`config.mk`:
```
export PLATFORM = sky130hd
export DESIGN_NAME = event_trigger_mapper
export DESIGN_NICKNAME = d
export VERILOG_FILES = /design/src/rtl/evr_trigger_pkg.sv /design/src/rtl/event_map_ram.sv /design/src/rtl/event_trigger_mapper.sv
export SDC_FILE = /design/constraint.sdc
export NUM_CORES = 2
export LEC_CHECK = 0
export BUFFER_PORTS_ARGS = -buffer_cell sky130_fd_sc_hd__buf_2
export CELL_PAD_IN_SITES_DETAIL_PLACEMENT = 2
export CELL_PAD_IN_SITES_GLOBAL_PLACEMENT = 2
export CORE_UTILIZATION = 48
export DETAILED_ROUTE_END_ITERATION = 10
export GPL_TIMING_DRIVEN = 0
export PLACE_DENSITY = 0.88
export SYNTH_ARGS = -nofsm -noshare
export SYNTH_HDL_FRONTEND = slang
export SYNTH_SLANG_ARGS = --single-unit
```
`constraint.sdc`:
```
create_clock -name evrClk -period 6 [get_ports evrClk]
set_input_delay 1.2 -clock evrClk [delete_from_list [all_inputs] [get_ports evrClk]]
set_output_delay 1.2 -clock evrClk [all_outputs]
set_load 0.01 [all_outputs]
```
`src/rtl/evr_trigger_pkg.sv`:
```
// Shared constants and types for the EVR event-to-trigger mapper.
package evr_trigger_pkg;

  localparam logic [1:0] OP_SET_MAP        = 2'b00;
  localparam logic [1:0] OP_SET_PRESCALE   = 2'b01;
  localparam logic [1:0] OP_CLEAR_COUNTERS = 2'b10;

  localparam int unsigned EVCODE_NULL  = 0;

  // Configuration word field positions
  localparam int unsigned OPCODE_LSB   = 30;
  localparam int unsigned MAP_CODE_LSB = 16;
  localparam int unsigned PS_INDEX_LSB = 24;
  localparam int unsigned PS_INDEX_W   = 4;
  localparam int unsigned COUNT_W      = 32;

  typedef enum logic {
    ST_CLEAR = 1'b0,
    ST_RUN   = 1'b1
  } trig_state_e;

endpackage

```
`src/rtl/event_map_ram.sv`:
```
// Event-code to trigger-mask map: one write port, one registered read-before-write read port.
module event_map_ram #(
  parameter int unsigned ADDR_W = 8,
  parameter int unsigned DATA_W = 8
) (
  input  logic              clk_i,
  input  logic              we_i,
  input  logic [ADDR_W-1:0] waddr_i,
  input  logic [DATA_W-1:0] wdata_i,
  input  logic [ADDR_W-1:0] raddr_i,
  output logic [DATA_W-1:0] rdata_o
);

  localparam int unsigned DEPTH = 1 << ADDR_W;

  logic [DATA_W-1:0] mem_q [DEPTH];
  logic [DATA_W-1:0] rdata_q;

  always_ff @(posedge clk_i) begin
    if (we_i) begin
      mem_q[waddr_i] <= wdata_i;
    end
    rdata_q <= mem_q[raddr_i];
  end

  assign rdata_o = rdata_q;

endmodule

```
`src/rtl/event_trigger_mapper.sv`:
```
// Maps received event codes to prescaled one-cycle trigger strobes.
// Optional per-trigger fire counters are built when EVENT_TRIGGER_COUNTERS_EN is defined.
module event_trigger_mapper
  import evr_trigger_pkg::*;
#(
  parameter int unsigned TRIGGER_COUNT      = 8,
  parameter int unsigned EVCODE_WIDTH       = 8,
  parameter int unsigned PRESCALE_WIDTH     = 16,
  parameter int unsigned CSR_DATA_BUS_WIDTH = 32
) (
  input  logic                          evrClk,
  input  logic                          evrReset,
  input  logic [EVCODE_WIDTH-1:0]       evCode,
  input  logic                          evCodeValid,
  input  logic                          cfgStrobe,
  input  logic [CSR_DATA_BUS_WIDTH-1:0] cfgData,
  input  logic [3:0]                    cntSelect,
  output logic [31:0]                   cntValue,
  output logic                          busy,
  output logic [TRIGGER_COUNT-1:0]      triggerStrobe
);

  localparam int unsigned TC = TRIGGER_COUNT;
  localparam int unsigned PW = PRESCALE_WIDTH;
  localparam int unsigned EW = EVCODE_WIDTH;

  trig_state_e state_q, state_d;
  logic [EW-1:0] sweep_q, sweep_d;
  logic          busy_q;

  logic [1:0]            op_c;
  logic [EW-1:0]         cfg_code_c;
  logic [PS_INDEX_W-1:0] ps_idx_c;
  logic [PW-1:0]         ps_div_c;
  logic                  map_wr_c, ps_wr_c, cnt_clr_c;

  logic          ram_we_c;
  logic [EW-1:0] ram_waddr_c;
  logic [TC-1:0] ram_wdata_c, ram_rdata;

  logic          lk_valid_q;
  logic [TC-1:0] mask_q;
  logic [PW-1:0] div_q [TC];
  logic [PW-1:0] div_d [TC];
  logic [PW-1:0] cd_q  [TC];
  logic [PW-1:0] cd_d  [TC];
  logic [TC-1:0] fire_c, strobe_q;

  // Configuration word decode
  assign op_c       = cfgData[OPCODE_LSB +: 2];
  assign cfg_code_c = cfgData[MAP_CODE_LSB +: EW];
  assign ps_idx_c   = cfgData[PS_INDEX_LSB +: PS_INDEX_W];
  assign ps_div_c   = (cfgData[PW-1:0] == '0) ? PW'(1) : cfgData[PW-1:0];
  assign map_wr_c   = cfgStrobe && (op_c == OP_SET_MAP) && (cfg_code_c != EW'(EVCODE_NULL));
  assign ps_wr_c    = cfgStrobe && (op_c == OP_SET_PRESCALE) && (32'(ps_idx_c) < TC);
  assign cnt_clr_c  = cfgStrobe && (op_c == OP_CLEAR_COUNTERS);

  always_ff @(posedge evrClk) begin
    if (evrReset) begin
      state_q <= ST_CLEAR;
      sweep_q <= '0;
      busy_q  <= 1'b1;
    end else begin
      state_q <= state_d;
      sweep_q <= sweep_d;
      busy_q  <= (state_d == ST_CLEAR);
    end
  end

  // CLEAR owns the RAM write port to sweep every address to zero; RUN takes SET_MAP writes
  always_comb begin
    state_d     = state_q;
    sweep_d     = sweep_q;
    ram_we_c    = 1'b0;
    ram_waddr_c = cfg_code_c;
    ram_wdata_c = cfgData[TC-1:0];
    unique case (state_q)
      ST_CLEAR: begin
        ram_we_c    = 1'b1;
        ram_waddr_c = sweep_q;
        ram_wdata_c = '0;
        sweep_d     = sweep_q + EW'(1);
        if (sweep_q == '1) begin
          state_d = ST_RUN;
        end
      end
      ST_RUN: begin
        ram_we_c = map_wr_c;
      end
      default: begin
        state_d = ST_CLEAR;
      end
    endcase
  end

  event_map_ram #(
    .ADDR_W (EW),
    .DATA_W (TC)
  ) u_map_ram (
    .clk_i   (evrClk),
    .we_i    (ram_we_c),
    .waddr_i (ram_waddr_c),
    .wdata_i (ram_wdata_c),
    .raddr_i (evCode),
    .rdata_o (ram_rdata)
  );

  // Lookups are only accepted in RUN; the null code never matches
  always_ff @(posedge evrClk) begin
    if (evrReset) begin
      lk_valid_q <= 1'b0;
      mask_q     <= '0;
    end else begin
      lk_valid_q <= evCodeValid && (evCode != EW'(EVCODE_NULL)) && (state_q == ST_RUN);
      mask_q     <= lk_valid_q ? ram_rdata : '0;
    end
  end

  // Prescale decision; a same-cycle SET_PRESCALE wins over the match
  always_comb begin
    for (int unsigned t = 0; t < TC; t++) begin
      div_d[t]  = div_q[t];
      cd_d[t]   = cd_q[t];
      fire_c[t] = 1'b0;
      if (ps_wr_c && (32'(ps_idx_c) == t)) begin
        div_d[t] = ps_div_c;
        cd_d[t]  = '0;
      end else if (mask_q[t]) begin
        if (cd_q[t] == '0) begin
          fire_c[t] = (state_q == ST_RUN);
          cd_d[t]   = div_q[t] - PW'(1);
        end else begin
          cd_d[t] = cd_q[t] - PW'(1);
        end
      end
    end
  end

  always_ff @(posedge evrClk) begin
    if (evrReset) begin
      for (int unsigned t = 0; t < TC; t++) begin
        div_q[t] <= PW'(1);
        cd_q[t]  <= '0;
      end
      strobe_q <= '0;
    end else begin
      for (int unsigned t = 0; t < TC; t++) begin
        div_q[t] <= div_d[t];
        cd_q[t]  <= cd_d[t];
      end
      strobe_q <= fire_c;
    end
  end

  assign triggerStrobe = strobe_q;
  assign busy          = busy_q;

`ifdef EVENT_TRIGGER_COUNTERS_EN
  logic [COUNT_W-1:0] cnt_q [TC];
  logic [COUNT_W-1:0] cnt_d [TC];
  logic [COUNT_W-1:0] sel_cnt_c;
  logic [COUNT_W-1:0] cnt_value_q;

  // Saturating fire counters; a clear beats a same-cycle fire
  always_comb begin
    sel_cnt_c = '0;
    for (int unsigned t = 0; t < TC; t++) begin
      cnt_d[t] = cnt_q[t];
      if (cnt_clr_c) begin
        cnt_d[t] = '0;
      end else if (fire_c[t] && (cnt_q[t] != '1)) begin
        cnt_d[t] = cnt_q[t] + COUNT_W'(1);
      end
      if (32'(cntSelect) == t) begin
        sel_cnt_c = cnt_q[t];
      end
    end
  end

  always_ff @(posedge evrClk) begin
    if (evrReset) begin
      for (int unsigned t = 0; t < TC; t++) begin
        cnt_q[t] <= '0;
      end
      cnt_value_q <= '0;
    end else begin
      for (int unsigned t = 0; t < TC; t++) begin
        cnt_q[t] <= cnt_d[t];
      end
      cnt_value_q <= sel_cnt_c;
    end
  end

  assign cntValue = cnt_value_q;
`else
  logic unused_cnt;
  assign unused_cnt = ^{cntSelect, cnt_clr_c};
  assign cntValue   = '0;
`endif

  logic unused_cfg;
  assign unused_cfg = ^cfgData;

endmodule

```
==> flow_summary.toml, run 1 <==
[yosys]
syn_area_per_cell_sq_um = 16.90
synth_edf_count = 2048
yosysSeqAreaShare = 0.7118
synth-seq-cells = 2339
synth_top_area_share = 0.6502
netlist_area_sq_um = 94580
synth_area_leader_cell = "edfxtp_1"
synthTopCellsByArea = "edfxtp_1, mux4_2, dfxtp_1"
synthesis.instances = 5595
yosys_warnings = 0
synth_cell_types = 96
async_flop_share = 0
ys_dominant_reg_cell = "edfxtp_1"

[clock_network]
cts_buffers = 238
cts_hold_buffers = 0
htreeDepth = 4
clock_path_buffers = 3
post-cts-setup-buffer-count = 0
cts_sinks = 2339
root_buffer = "clkbuf_16"
cts_resized = 0

[status]
stop_stage = "4_1_cts"
error = "[ERROR DPL-0033] detailed placement checks failed during check placement."
status = "did not finish"

[placement]
place_hpwl_mm = 298.1
gp_congestion = 1.032
postPlaceCellArea_sq_um = 99030
pre_cts_ws_ns = -0.8147
io_buffers = 29

[floorplan]
start_util = 0.4841
die_h_microns = 445.9
rows = 162
ios = 89
fp.dieW_microns = 445.9
-- stage by stage --
stage | hold WS (ns) | setup TNS [ns] | std cells
after detailed placement | 0.4388 | -7.201 | 8316
after global placement | 0.4120 | -7767.85 | 8279
after floorplan | 0.4057 | 0 | 5626
-- kinds of logic after synthesis --
family	after synthesis	synth area share
flops	2339	0.7118
simple gates	1285	0.06094
compound gates	829	0.05854
mux	724	0.1461
buf+inv	400	0.02062
fa+ha+maj	9	0.001191
xor+xnor	8	0.0007408
other cells	1	0.00003965
-- cell usage after synthesis (23+ instances only) --
cell type and n:
nand2b_1 25, a21o_1 26, a21oi_1 258, a22oi_1 45, o22ai_1 26, a31oi_1 43, mux4_2 524, dfxtp_1 291
nand2_1 437, mux2i_1 186, buf_2 68, a22o_1 43, and2_1 33, inv_1 35, or3_1 26, buf_4 53
edfxtp_1 2048, o21ai_0 120, nor3_1 100, nor4_1 31, o31ai_1 29, clkbuf_1 197, nand3_1 41, and3_1 23
nor2_1 457, a211oi_1 54
==> run 2: changes to the inputs <==
- CELL_PAD_IN_SITES_DETAIL_PLACEMENT: 2 -> unset
- CELL_PAD_IN_SITES_GLOBAL_PLACEMENT: 2 -> unset
- CORE_UTILIZATION: 48 -> 34
- PLACE_DENSITY: 0.88 -> unset
- PLACE_DENSITY_LB_ADDON: unset -> 0.15
==> run 2 against run 1 <==
The flow now finishes, with violations (max-capacitance violations, max-slew violations, negative setup slack); area after synthesis stayed put; synthesized cell count stayed put.
==> flow_summary.toml, run 2 <==
[status]
status = "finished with violations"
failed_checks = "max-capacitance violations, max-slew violations, negative setup slack"

[power_and_ir_drop]
seq_power_share = 0.484
clkPwrFrac = 0.452
p_leak_uw = 0.03617
powerDensity_nw_per_um2 = 330.1
combPwrFrac = 0.064
switching_share = 0.2396
max-vdd-ir-drop_uv = 223.3
internal_power_uw = 27500
switching_power_uw = 8665

[route]
avgViaCountPerCell = 5.910
top_layer = "met5"
drt_wl_total_mm = 388.5
route.met3.wl_mm = 39.26
dr.pass1.iters = 6
wl_met1_mm = 152.9
first_iter_violations = 8602
drc = 0
wl_met2_mm = 176.0
vias = 58530
antenna_left = 0
routedWlPerCell_microns = 39.23

[yosys]
yosysSeqAreaShare = 0.7118
netlist_area_sq_um = 94580
synth.most_common_cell = "edfxtp_1"
syn_area_per_cell_sq_um = 16.90
synthTopCellsByArea = "edfxtp_1, mux4_2, dfxtp_1"
synth_area_leader_cell = "edfxtp_1"
ys_top_cells_by_count = "edfxtp_1, mux4_2, nor2_1"
synth_top_area_share = 0.6502
async_flop_share = 0
ys_dominant_reg_cell = "edfxtp_1"
synth_cell_types = 96
synth_edf_count = 2048
yosys_warnings = 0
synth-seq-cells = 2339
synthesis.instances = 5595

[finish]
area_growth_pct = 15.81
nNetsFinal = 6036
n_fill_cell = 25240
final_util = 0.3962
layout_common_cells = "edfxtp_1, mux4_2, nor2_1"
drive_gt1_frac = 0.2041
regMostFlops = "u_map_ram.mem_q"
largest_registers = "u_map_ram.mem_q (2048), cd_q (128), div_q (128)"
largest_reg_flops = 2048
register_area_sq_um = 67320
multiInputGateArea_sq_um = 25490
fin_area_sq_um = 109500
final_common_cell = "edfxtp_1"

[clock_network]
clock_path_buffers = 4
post-cts-setup-buffer-count = 0
cts_tree = "built"
insertion_delay_ns = 0.94
cts_hold_buffers = 0
root_buffer = "clkbuf_16"
cts_resized = 1
cts_sinks = 2339
cts_buffers = 264
htreeDepth = 5
clk_pin_slew_ns = 0.05

[timing]
finalSetupViolations = 4
hold_viol = 0
fin_crit_sh = 1.034
hold-worst-slack_ns = 0.4265
skew_ns = 0.07124
slew_violations = 24
min_period_ns = 6.202
slew_headroom = -0.09627
max_freq_mhz = 161.2
layout_setup_ws_ns = -0.2023
rsz0062_at_grt = "no"
worst_slew_pin_slew_ns = 1.603

[floorplan]
die-area_sq_um = 280300
rows = 193
ios = 89
die_h_microns = 529.4
fp.dieW_microns = 529.4
start_util = 0.3421
core_area_sq_um = 276500

[worst_setup_path]
cp_max_fo = 10
critPathCaptureType = "register"
critPathKind = "in -> reg"
cp.required_ns = 6.70
start_kind = "input port"
critical_path_arrival_ns = 6.91

[flow_run]
cap_violations = 4

[placement]
postPlaceCellArea_sq_um = 100900
pre_cts_ws_ns = -1.161
io_buffers = 29
gp_congestion = 0.9648
place_hpwl_mm = 260.7

[global_routing]
grt_max_degree = 89
grt_overflow = 0
first_global_vias = 55540
grtUsageTotal = 0.2739
antenna_found_initial = 58
grt_first_pass_wirelength_mm = 511.3

[hold_path]
hold_class = "reg -> reg"
## run 2: cell counts after synthesis
No cell type changed its count.
## run 2: power by group through the flow
stage | Combinational (uW) | Clock, uW | Sequential [uW]
6_report | 2320 | 16400 | 17500
5_1_grt | 2320 | 17100 | 17500
4_1_cts | 2260 | 16500 | 17500
3_5_place_dp | 2260 | 0 | 17800
3_3_place_gp | 2220 | 0 | 17800
2_1_floorplan | 1070 | 0 | 17800
## run 2: per-stage QoR
step           total power (uW)  setup TNS [ns]  cells
3_3_place_gp              20050        -9610.73   9360
5_1_grt                   36870               0   9886
3_5_place_dp              20090          -5.104   9418
6_report                  36160         -0.5373   9903
4_1_cts                   36240               0   9884
2_1_floorplan             18890               0   5626
## run 2: worst paths after layout
path / end / startpoint / depth (start not counted) / slack (ns)
worst min-delay path: mask_q[4]$_SDFF_PP0_ / u_map_ram.rdata_o[4]$_DFF_P_ / 1 / 0.43
worst max register to register: u_map_ram.mem_q[103][2]$_DFFE_PP_ / state_q$_SDFF_PP0_ / 7 / 0.62
worst min register to register: mask_q[4]$_SDFF_PP0_ / u_map_ram.rdata_o[4]$_DFF_P_ / 1 / 0.43
worst max-delay path: u_map_ram.rdata_o[4]$_DFF_P_ / evCode[2] / 10 / -0.20
## run 2: worst max-delay path, stage by stage
cell and delay [ns]:
buf_2 0.26, buf_2 0.42, buf_2 0.55, buf_2 0.77, buf_2 0.80, clkbuf_1 1.03, a311oi_1 0.23, a211oi_1 0.92
nor3_1 0.09, o22ai_1 0.57
## run 2: cell type report
cell class,instances,area share
Inverter,38,0.001302
Multi-Input combinational cell,2887,0.2327
Clock buffer,329,0.06486
Timing Repair Buffer,87,0.01346
Buffer,362,0.01725
Antenna cell,19,0.0004341
Tap cell,3705,0.04232
Sequential cell,2339,0.6146
Clock inverter,137,0.01309
## run 2: routing by layer
metal  vias to the layer above  global-route usage
met5                         -                   0
met4                        18              0.1263
met3                       714             0.06843
met2                      3303              0.4217
met1                     31300              0.3633
li1                      23190                   -
## run 2: logic make-up (layout without fill, tap and decap cells)
kind of cell	Yosys count	after routing	share of synthesized area
AO/OA/AOI/OAI	829	829	0.05854
XOR/XNOR	8	8	0.0007408
adder cells (fa/ha/maj)	9	9	0.001191
buffers and inverters	400	953	0.02062
flip-flops	2339	2339	0.7118
multiplexers	724	724	0.1461
other	1	51	0.00003965
AND/OR/NAND/NOR	1285	1285	0.06094
Power figures use the tool's default switching activity.
